### src/rtl/alu_pipe.sv
// alu_pipe: two-stage pipelined WIDTH-bit ALU with flags, accumulator and
// valid/ready handshakes. Stage 1 captures operands; stage 2 computes and
// holds the result. Every opcode maps onto one (WIDTH+1)-bit adder.
module alu_pipe #(
   parameter int unsigned WIDTH = 8
) (
   input  logic             clk,
   input  logic             rst,
   input  logic             in_valid,
   output logic             in_ready,
   input  logic [2:0]       alu_sel,
   input  logic [WIDTH-1:0] a,
   input  logic [WIDTH-1:0] b,
   input  logic             acc_clr,
   output logic             out_valid,
   input  logic             out_ready,
   output logic [WIDTH-1:0] result,
   output logic [3:0]       flags,
   output logic [WIDTH-1:0] acc
);

   typedef enum logic [2:0] {
      OpAdd  = 3'b000,
      OpPass = 3'b001,
      OpDec  = 3'b010,
      OpSubb = 3'b011,
      OpAddc = 3'b100,
      OpInc  = 3'b101,
      OpNeg  = 3'b110,
      OpAcc  = 3'b111
   } op_e;

   localparam int unsigned Msb = WIDTH - 1;

   // Pipeline control
   logic adv;
   logic in_xfer;

   // Stage 1: captured operands
   logic             s1_valid_q;
   op_e              s1_sel_q;
   logic [WIDTH-1:0] s1_a_q;
   logic [WIDTH-1:0] s1_b_q;
   logic             s1_clr_q;

   // Compute datapath
   logic [WIDTH-1:0] acc_eff;
   logic [WIDTH-1:0] op_x;
   logic [WIDTH-1:0] op_y;
   logic             op_cin;
   logic [WIDTH:0]   sum;
   logic [WIDTH-1:0] sum_res;
   logic [3:0]       flags_d;
   logic [WIDTH-1:0] acc_d;

   // Stage 2: presented result
   logic             out_valid_q;
   logic [WIDTH-1:0] result_q;
   logic [3:0]       flags_q;
   logic [WIDTH-1:0] acc_q;

   // The whole pipe moves together whenever the output slot is free or draining.
   assign adv      = !out_valid_q || out_ready;
   assign in_ready = adv && !rst;
   assign in_xfer  = in_valid && in_ready;

   // Stage 1 register: capture opcode/operands, bubble when nothing is accepted.
   always_ff @(posedge clk or posedge rst) begin
      if (rst) begin
         s1_valid_q <= 1'b0;
         s1_sel_q   <= OpAdd;
         s1_a_q     <= '0;
         s1_b_q     <= '0;
         s1_clr_q   <= 1'b0;
      end else if (adv) begin
         s1_valid_q <= in_xfer;
         s1_sel_q   <= op_e'(alu_sel);
         s1_a_q     <= a;
         s1_b_q     <= b;
         s1_clr_q   <= acc_clr;
      end
   end

   // Opcode decode into adder operands; clear takes effect before accumulate.
   always_comb begin
      acc_eff = s1_clr_q ? '0 : acc_q;
      op_x    = '0;
      op_y    = '0;
      op_cin  = 1'b0;
      unique case (s1_sel_q)
         OpAdd: begin
            op_x = s1_a_q;
            op_y = s1_b_q;
         end
         OpPass: begin
            op_x = s1_a_q;
         end
         OpDec: begin
            op_x = s1_b_q;
            op_y = '1;
         end
         OpSubb: begin
            op_x = s1_a_q;
            op_y = ~s1_b_q;
         end
         OpAddc: begin
            op_x   = s1_a_q;
            op_y   = s1_b_q;
            op_cin = 1'b1;
         end
         OpInc: begin
            op_x   = s1_a_q;
            op_cin = 1'b1;
         end
         OpNeg: begin
            op_x   = ~s1_b_q;
            op_cin = 1'b1;
         end
         OpAcc: begin
            op_x = acc_eff;
            op_y = s1_a_q;
         end
         default: begin
            op_x = '0;
         end
      endcase
   end

   // Single shared adder, flags and next accumulator value.
   always_comb begin
      sum     = {1'b0, op_x} + {1'b0, op_y} + {{WIDTH{1'b0}}, op_cin};
      sum_res = sum[WIDTH-1:0];
      flags_d = {sum_res[Msb],
                 (sum_res == '0),
                 sum[WIDTH],
                 (op_x[Msb] == op_y[Msb]) && (sum_res[Msb] != op_x[Msb])};
      acc_d   = acc_q;
      if (s1_sel_q == OpAcc) begin
         acc_d = sum_res;
      end else if (s1_clr_q) begin
         acc_d = '0;
      end
   end

   // Stage 2 register: bubbles drop out_valid but keep the last result/flags/acc.
   always_ff @(posedge clk or posedge rst) begin
      if (rst) begin
         out_valid_q <= 1'b0;
         result_q    <= '0;
         flags_q     <= '0;
         acc_q       <= '0;
      end else if (adv) begin
         out_valid_q <= s1_valid_q;
         if (s1_valid_q) begin
            result_q <= sum_res;
            flags_q  <= flags_d;
            acc_q    <= acc_d;
         end
      end
   end

   assign out_valid = out_valid_q;
   assign result    = result_q;
   assign flags     = flags_q;
   assign acc       = acc_q;

endmodule

### config.mk
export PLATFORM = sky130hd
export DESIGN_NAME = alu_pipe
export DESIGN_NICKNAME = d
export VERILOG_FILES = /design/src/rtl/alu_pipe.sv
export SDC_FILE = /design/constraint.sdc
export NUM_CORES = 1
export LEC_CHECK = 0
export BUFFER_PORTS_ARGS = -buffer_cell sky130_fd_sc_hd__buf_2
export CAP_MARGIN = 20
export CORE_ASPECT_RATIO = 0.8
export CORE_MARGIN = 2
export CORE_UTILIZATION = 48
export CTS_CLUSTER_SIZE = 10
export DETAILED_ROUTE_END_ITERATION = 12
export PLACE_DENSITY = 0.71
export SLEW_MARGIN = 20
export SYNTH_ARGS = -nofsm -noshare
export SYNTH_HDL_FRONTEND = slang
export SYNTH_SLANG_ARGS = --single-unit
### constraint.sdc
create_clock -name clk -period 4.1 [get_ports clk]
set_clock_uncertainty 0.15 [all_clocks]
set_input_delay 0.205 -clock clk [delete_from_list [all_inputs] [get_ports clk]]
set_output_delay 0.205 -clock clk [all_outputs]
set_load 0.005 [all_outputs]
==> flow_results.xml <==
<?xml version="1.0" encoding="UTF-8"?>
<metrics>
  <group name="cells_and_area">
    <metric name="area_growth_syn_to_layout" unit="%">25.6</metric>
    <metric name="antennaDiodeCount" unit="">0</metric>
    <metric name="num-nets-final" unit="">381</metric>
    <metric name="n_fill_cell" unit="">422</metric>
    <metric name="post_route_cells_drive_above_1_share" unit="%">19.5</metric>
    <metric name="finish.cell_count_without_fillers" unit="">409</metric>
    <metric name="fin_area" unit="um2">3000</metric>
  </group>
  <group name="floorplanning">
    <metric name="initial_core_util" unit="%">51.0</metric>
    <metric name="die_x" unit="um">82.8</metric>
    <metric name="height_of_the_die" unit="um">67.0</metric>
    <metric name="core.rowCount" unit="">22</metric>
    <metric name="boundaryPins" unit="">46</metric>
    <metric name="floorplan.core_area" unit="um2">4680</metric>
    <metric name="design.die.area" unit="um2">5550</metric>
  </group>
  <group name="yosys">
    <metric name="syn_area_per_cell" unit="um2">8.43</metric>
    <metric name="post-synth-top-area-fraction" unit="%">43.0</metric>
    <metric name="synthesized_area" unit="um2">2380</metric>
    <metric name="ys.warnings.count" unit="">0</metric>
    <metric name="synth_area_leaders" unit="">dfrtp_1 43%, nand2_1 16%, nor2_1 3.9%</metric>
    <metric name="synthDistinctLibCells" unit="">44</metric>
    <metric name="synth-edff-count" unit="">0</metric>
    <metric name="async_set_or_reset_flop_fraction_in_the_synthesized_netlist" unit="%">100</metric>
    <metric name="most_frequently_used_flop_master_after_synthesis" unit="">dfrtp_1</metric>
    <metric name="synth_sequential_area_ratio" unit="%">43.0</metric>
    <metric name="syn-instance-count" unit="">283</metric>
    <metric name="postSynthNetCount" unit="">316</metric>
    <metric name="post-synth-top-area-cell" unit="">dfrtp_1</metric>
    <metric name="postSynthRegisterBits" unit="">41</metric>
  </group>
  <group name="sta">
    <metric name="period_minus_slack" unit="ns">3.79</metric>
    <metric name="finalSetupViolCount" unit="">0</metric>
    <metric name="fmaxAchievable" unit="MHz">264</metric>
    <metric name="tns" unit="ns">0</metric>
    <metric name="fin_crit_sh" unit="%">92.4</metric>
    <metric name="worst_slew_pin_slew" unit="ns">0.792</metric>
    <metric name="timing.slew.headroom" unit="%">47.2</metric>
    <metric name="grt_setup_unrepaired" unit="">false</metric>
    <metric name="post-route-worst-setup-slack" unit="ns">0.312</metric>
    <metric name="hold_violations" unit="">0</metric>
    <metric name="drv_slew" unit="">0</metric>
  </group>
  <group name="drt">
    <metric name="drt_iter0_drc" unit="">138</metric>
    <metric name="drc" unit="">0</metric>
    <metric name="firstDrtPassIters" unit="">5</metric>
    <metric name="post_drt_via_cell_ratio" unit="">5.58</metric>
    <metric name="routedWlPerCell" unit="um">14.5</metric>
    <metric name="wl_met3" unit="um">421</metric>
    <metric name="met2_length" unit="um">2680</metric>
    <metric name="final_antenna_net_count" unit="">0</metric>
    <metric name="routed_wl" unit="um">5940</metric>
    <metric name="highest-signal-layer" unit="">met4</metric>
    <metric name="num_vias" unit="">2282</metric>
    <metric name="wl_met1" unit="um">2760</metric>
  </group>
  <group name="setup_path">
    <metric name="critPathArrivalTime" unit="ns">3.84</metric>
    <metric name="setup.reg_to_reg.worst_slack" unit="ns">0.31</metric>
    <metric name="critical-path-max-stage-delay" unit="ns">0.74</metric>
    <metric name="path_buf_inv" unit="">2</metric>
    <metric name="crit_path_end" unit="">flags[2]$_DFFE_PP0P_</metric>
    <metric name="timing.critical_path.required" unit="ns">4.15</metric>
    <metric name="regToRegStartpoint" unit="">s1_sel_q[0]$_DFFE_PP0N_</metric>
    <metric name="critical-path-top-delay-family" unit="">compound AO/OA/AOI/OAI gates</metric>
    <metric name="crit_type" unit="">flop to flop</metric>
    <metric name="setup.worst_path.end_class" unit="">flop</metric>
    <metric name="timing.critical_path.fanout_max" unit="">21</metric>
    <metric name="critical_path.slowest_cell" unit="">dfrtp_1</metric>
    <metric name="crit_start" unit="">s1_sel_q[0]$_DFFE_PP0N_</metric>
    <metric name="cell_by_cell_trace_of_the_critical_path" unit="">inv_1 &gt; nor2_1 &gt; a22oi_1 &gt; a22oi_1 &gt; fa_1 &gt; inv_1 &gt; fa_1 &gt; a21o_1 &gt; a211oi_1 &gt; o2111ai_1 &gt; o21bai_1 &gt; o41ai_2</metric>
    <metric name="cp-start-kind" unit="">flop</metric>
    <metric name="critical_path_cell_count" unit="">12</metric>
    <metric name="critical_path.reg2reg.endpoint" unit="">flags[2]$_DFFE_PP0P_</metric>
    <metric name="worstRegToRegCells" unit="">12</metric>
  </group>
  <group name="place">
    <metric name="dp.cells" unit="">379</metric>
    <metric name="place_hpwl" unit="um">4240</metric>
    <metric name="gp_congestion" unit="">0.891</metric>
    <metric name="dpl-instance-area" unit="um2">2660</metric>
    <metric name="io_buffers" unit="">45</metric>
    <metric name="place_ws" unit="ns">0.375</metric>
  </group>
  <group name="clocking">
    <metric name="postCtsResizedCells" unit="">0</metric>
    <metric name="clock_tree.root_cell" unit="">clkbuf_8</metric>
    <metric name="cts_htree_levels" unit="">2</metric>
    <metric name="cts_max_path_buffers" unit="">2</metric>
    <metric name="clock_latency" unit="ns">0.30</metric>
    <metric name="buffers_inserted_by_post_cts_timing_repair" unit="">0</metric>
    <metric name="worst_setup_hold_path_clk_slew" unit="ns">0.08</metric>
    <metric name="cts_inserted_buffers" unit="">5</metric>
    <metric name="cts.sink_count" unit="">41</metric>
    <metric name="tritoncts" unit="">done</metric>
    <metric name="holdBufCountCts" unit="">22</metric>
  </group>
  <group name="grt">
    <metric name="vias_in_the_first_global_route" unit="">2177</metric>
    <metric name="globalRouteOverflowTotal" unit="">0</metric>
    <metric name="grt_start_max_net_pins" unit="">25</metric>
    <metric name="grt.total_usage" unit="%">23.5</metric>
    <metric name="grt_antenna_before_repair" unit="">0</metric>
    <metric name="grt_pass1_wl" unit="um">10300</metric>
  </group>
  <group name="run_status">
    <metric name="status" unit="">complete, no violations</metric>
  </group>
  <group name="power_and_ir_drop">
    <metric name="power.ir.vdd_worst" unit="mV">0.293</metric>
    <metric name="leak_pwr" unit="uW">0.00149</metric>
    <metric name="power-per-cell-area" unit="nW/um2">510</metric>
    <metric name="post-layout-total-power" unit="uW">1530</metric>
  </group>
  <group name="min_path">
    <metric name="hp-class" unit="">primary input to flop</metric>
  </group>
  <group name="job">
    <metric name="drv_cap" unit="">0</metric>
  </group>
</metrics>
-- worst min path at each step --
| stage | from | end | cells after the start |
|---|---|---|---|
| final | out_ready | s1_a_q[6]$_DFFE_PP0N_ | 5 |
| after global routing | out_ready | s1_sel_q[2]$_DFFE_PP0N_ | 5 |
| after CTS | out_ready | s1_a_q[6]$_DFFE_PP0N_ | 5 |
| after detailed placement | rst | s1_a_q[1]$_DFFE_PP0N_ | 2 |
| after global placement | rst | s1_sel_q[1]$_DFFE_PP0N_ | 2 |
| after floorplan | acc_clr | s1_clr_q$_DFFE_PP0N_ | 2 |
-- worst reg2reg max path: stages, from the launching register on --
cell       delay, ns
dfrtp_1         0.74
inv_1           0.22
nor2_1          0.40
a22oi_1         0.13
a22oi_1         0.26
fa_1            0.23
inv_1           0.05
fa_1            0.42
a21o_1          0.21
a211oi_1        0.34
o2111ai_1       0.13
o21bai_1        0.21
o41ai_2         0.22
-- cell usage in the layout, fill, tap and decap left out, types with 4 or more instances in the layout --
cell,Yosys,routed
a21oi_1,8,8
a22o_1,10,10
a22oi_1,8,8
buf_2,2,45
buf_4,3,5
clkbuf_8,0,6
dfrtp_1,41,41
dlygate4sd3_1,0,22
ha_1,7,7
inv_1,4,4
nand2_1,99,99
nor2_1,25,25
nor2b_1,4,4
o21ai_0,12,12
o22ai_1,8,8
-- Yosys cell counts (3+ instances only) --
master and count:
a21o_1 3, a21oi_1 8, a22o_1 10, a22oi_1 8
buf_4 3, clkbuf_1 7, dfrtp_1 41, ha_1 7
inv_1 4, nand2_1 99, nand2b_1 3, nor2_1 25
nor2b_1 4, o21ai_0 12, o21ai_1 3, o22ai_1 8
o31ai_1 3
-- kinds of logic (layout without fill, tap and decap cells) --
group / Yosys count / count (layout) / share of synthesized area, %
fa+ha+maj: 9 / 9 / 5.35
buf+inv: 18 / 84 / 3.46
flops: 41 / 41 / 43.0
simple gates: 138 / 138 / 23.4
mux: 1 / 1 / 0.472
xor+xnor: 2 / 2 / 1.05
compound gates: 74 / 74 / 23.2
-- report_power, final --
part           internal, uW  switching [uW]  leakage (uW)
Combinational           274             329      0.000929
Clock                   198             151     0.0000574
Sequential              497            79.3      0.000508
-- layer usage --
| metal | GRT usage, % | vias up |
|---|---|---|
| li1 | - | 1107 |
| met1 | 31.6 | 1087 |
| met2 | 37.8 | 80 |
| met3 | 5.20 | 8 |
| met4 | 7.99 | 0 |
| met5 | 0 | - |
-- state kept, by name, summed over array words and instances, names as in the netlist --
name        count
acc             8
s1_a_q          8
s1_b_q          8
out_valid       1
s1_valid_q      1
s1_clr_q        1
flags           3
s1_sel_q        3
result          8
-- metrics by stage --
stage | util, % | hold WS, ns
after floorplan | - | 0.167
after global placement | 56.7 | 0.252
after detailed placement | 56.7 | 0.257
after CTS | 64.0 | 0.227
after global routing | 64.0 | 0.264
final | 64.0 | 0.223
-- layout make-up --
type	count	area [um2]	area share, %
Multi-Input combinational cell	224	1280	42.6
Sequential cell	41	1030	34.3
Timing Repair Buffer	72	483	16.1
Clock buffer	6	82.6	2.76
Tap cell	60	75.1	2.51
Clock inverter	2	37.5	1.25
Inverter	4	15.0	0.501
Power figures use the tool's default switching activity.
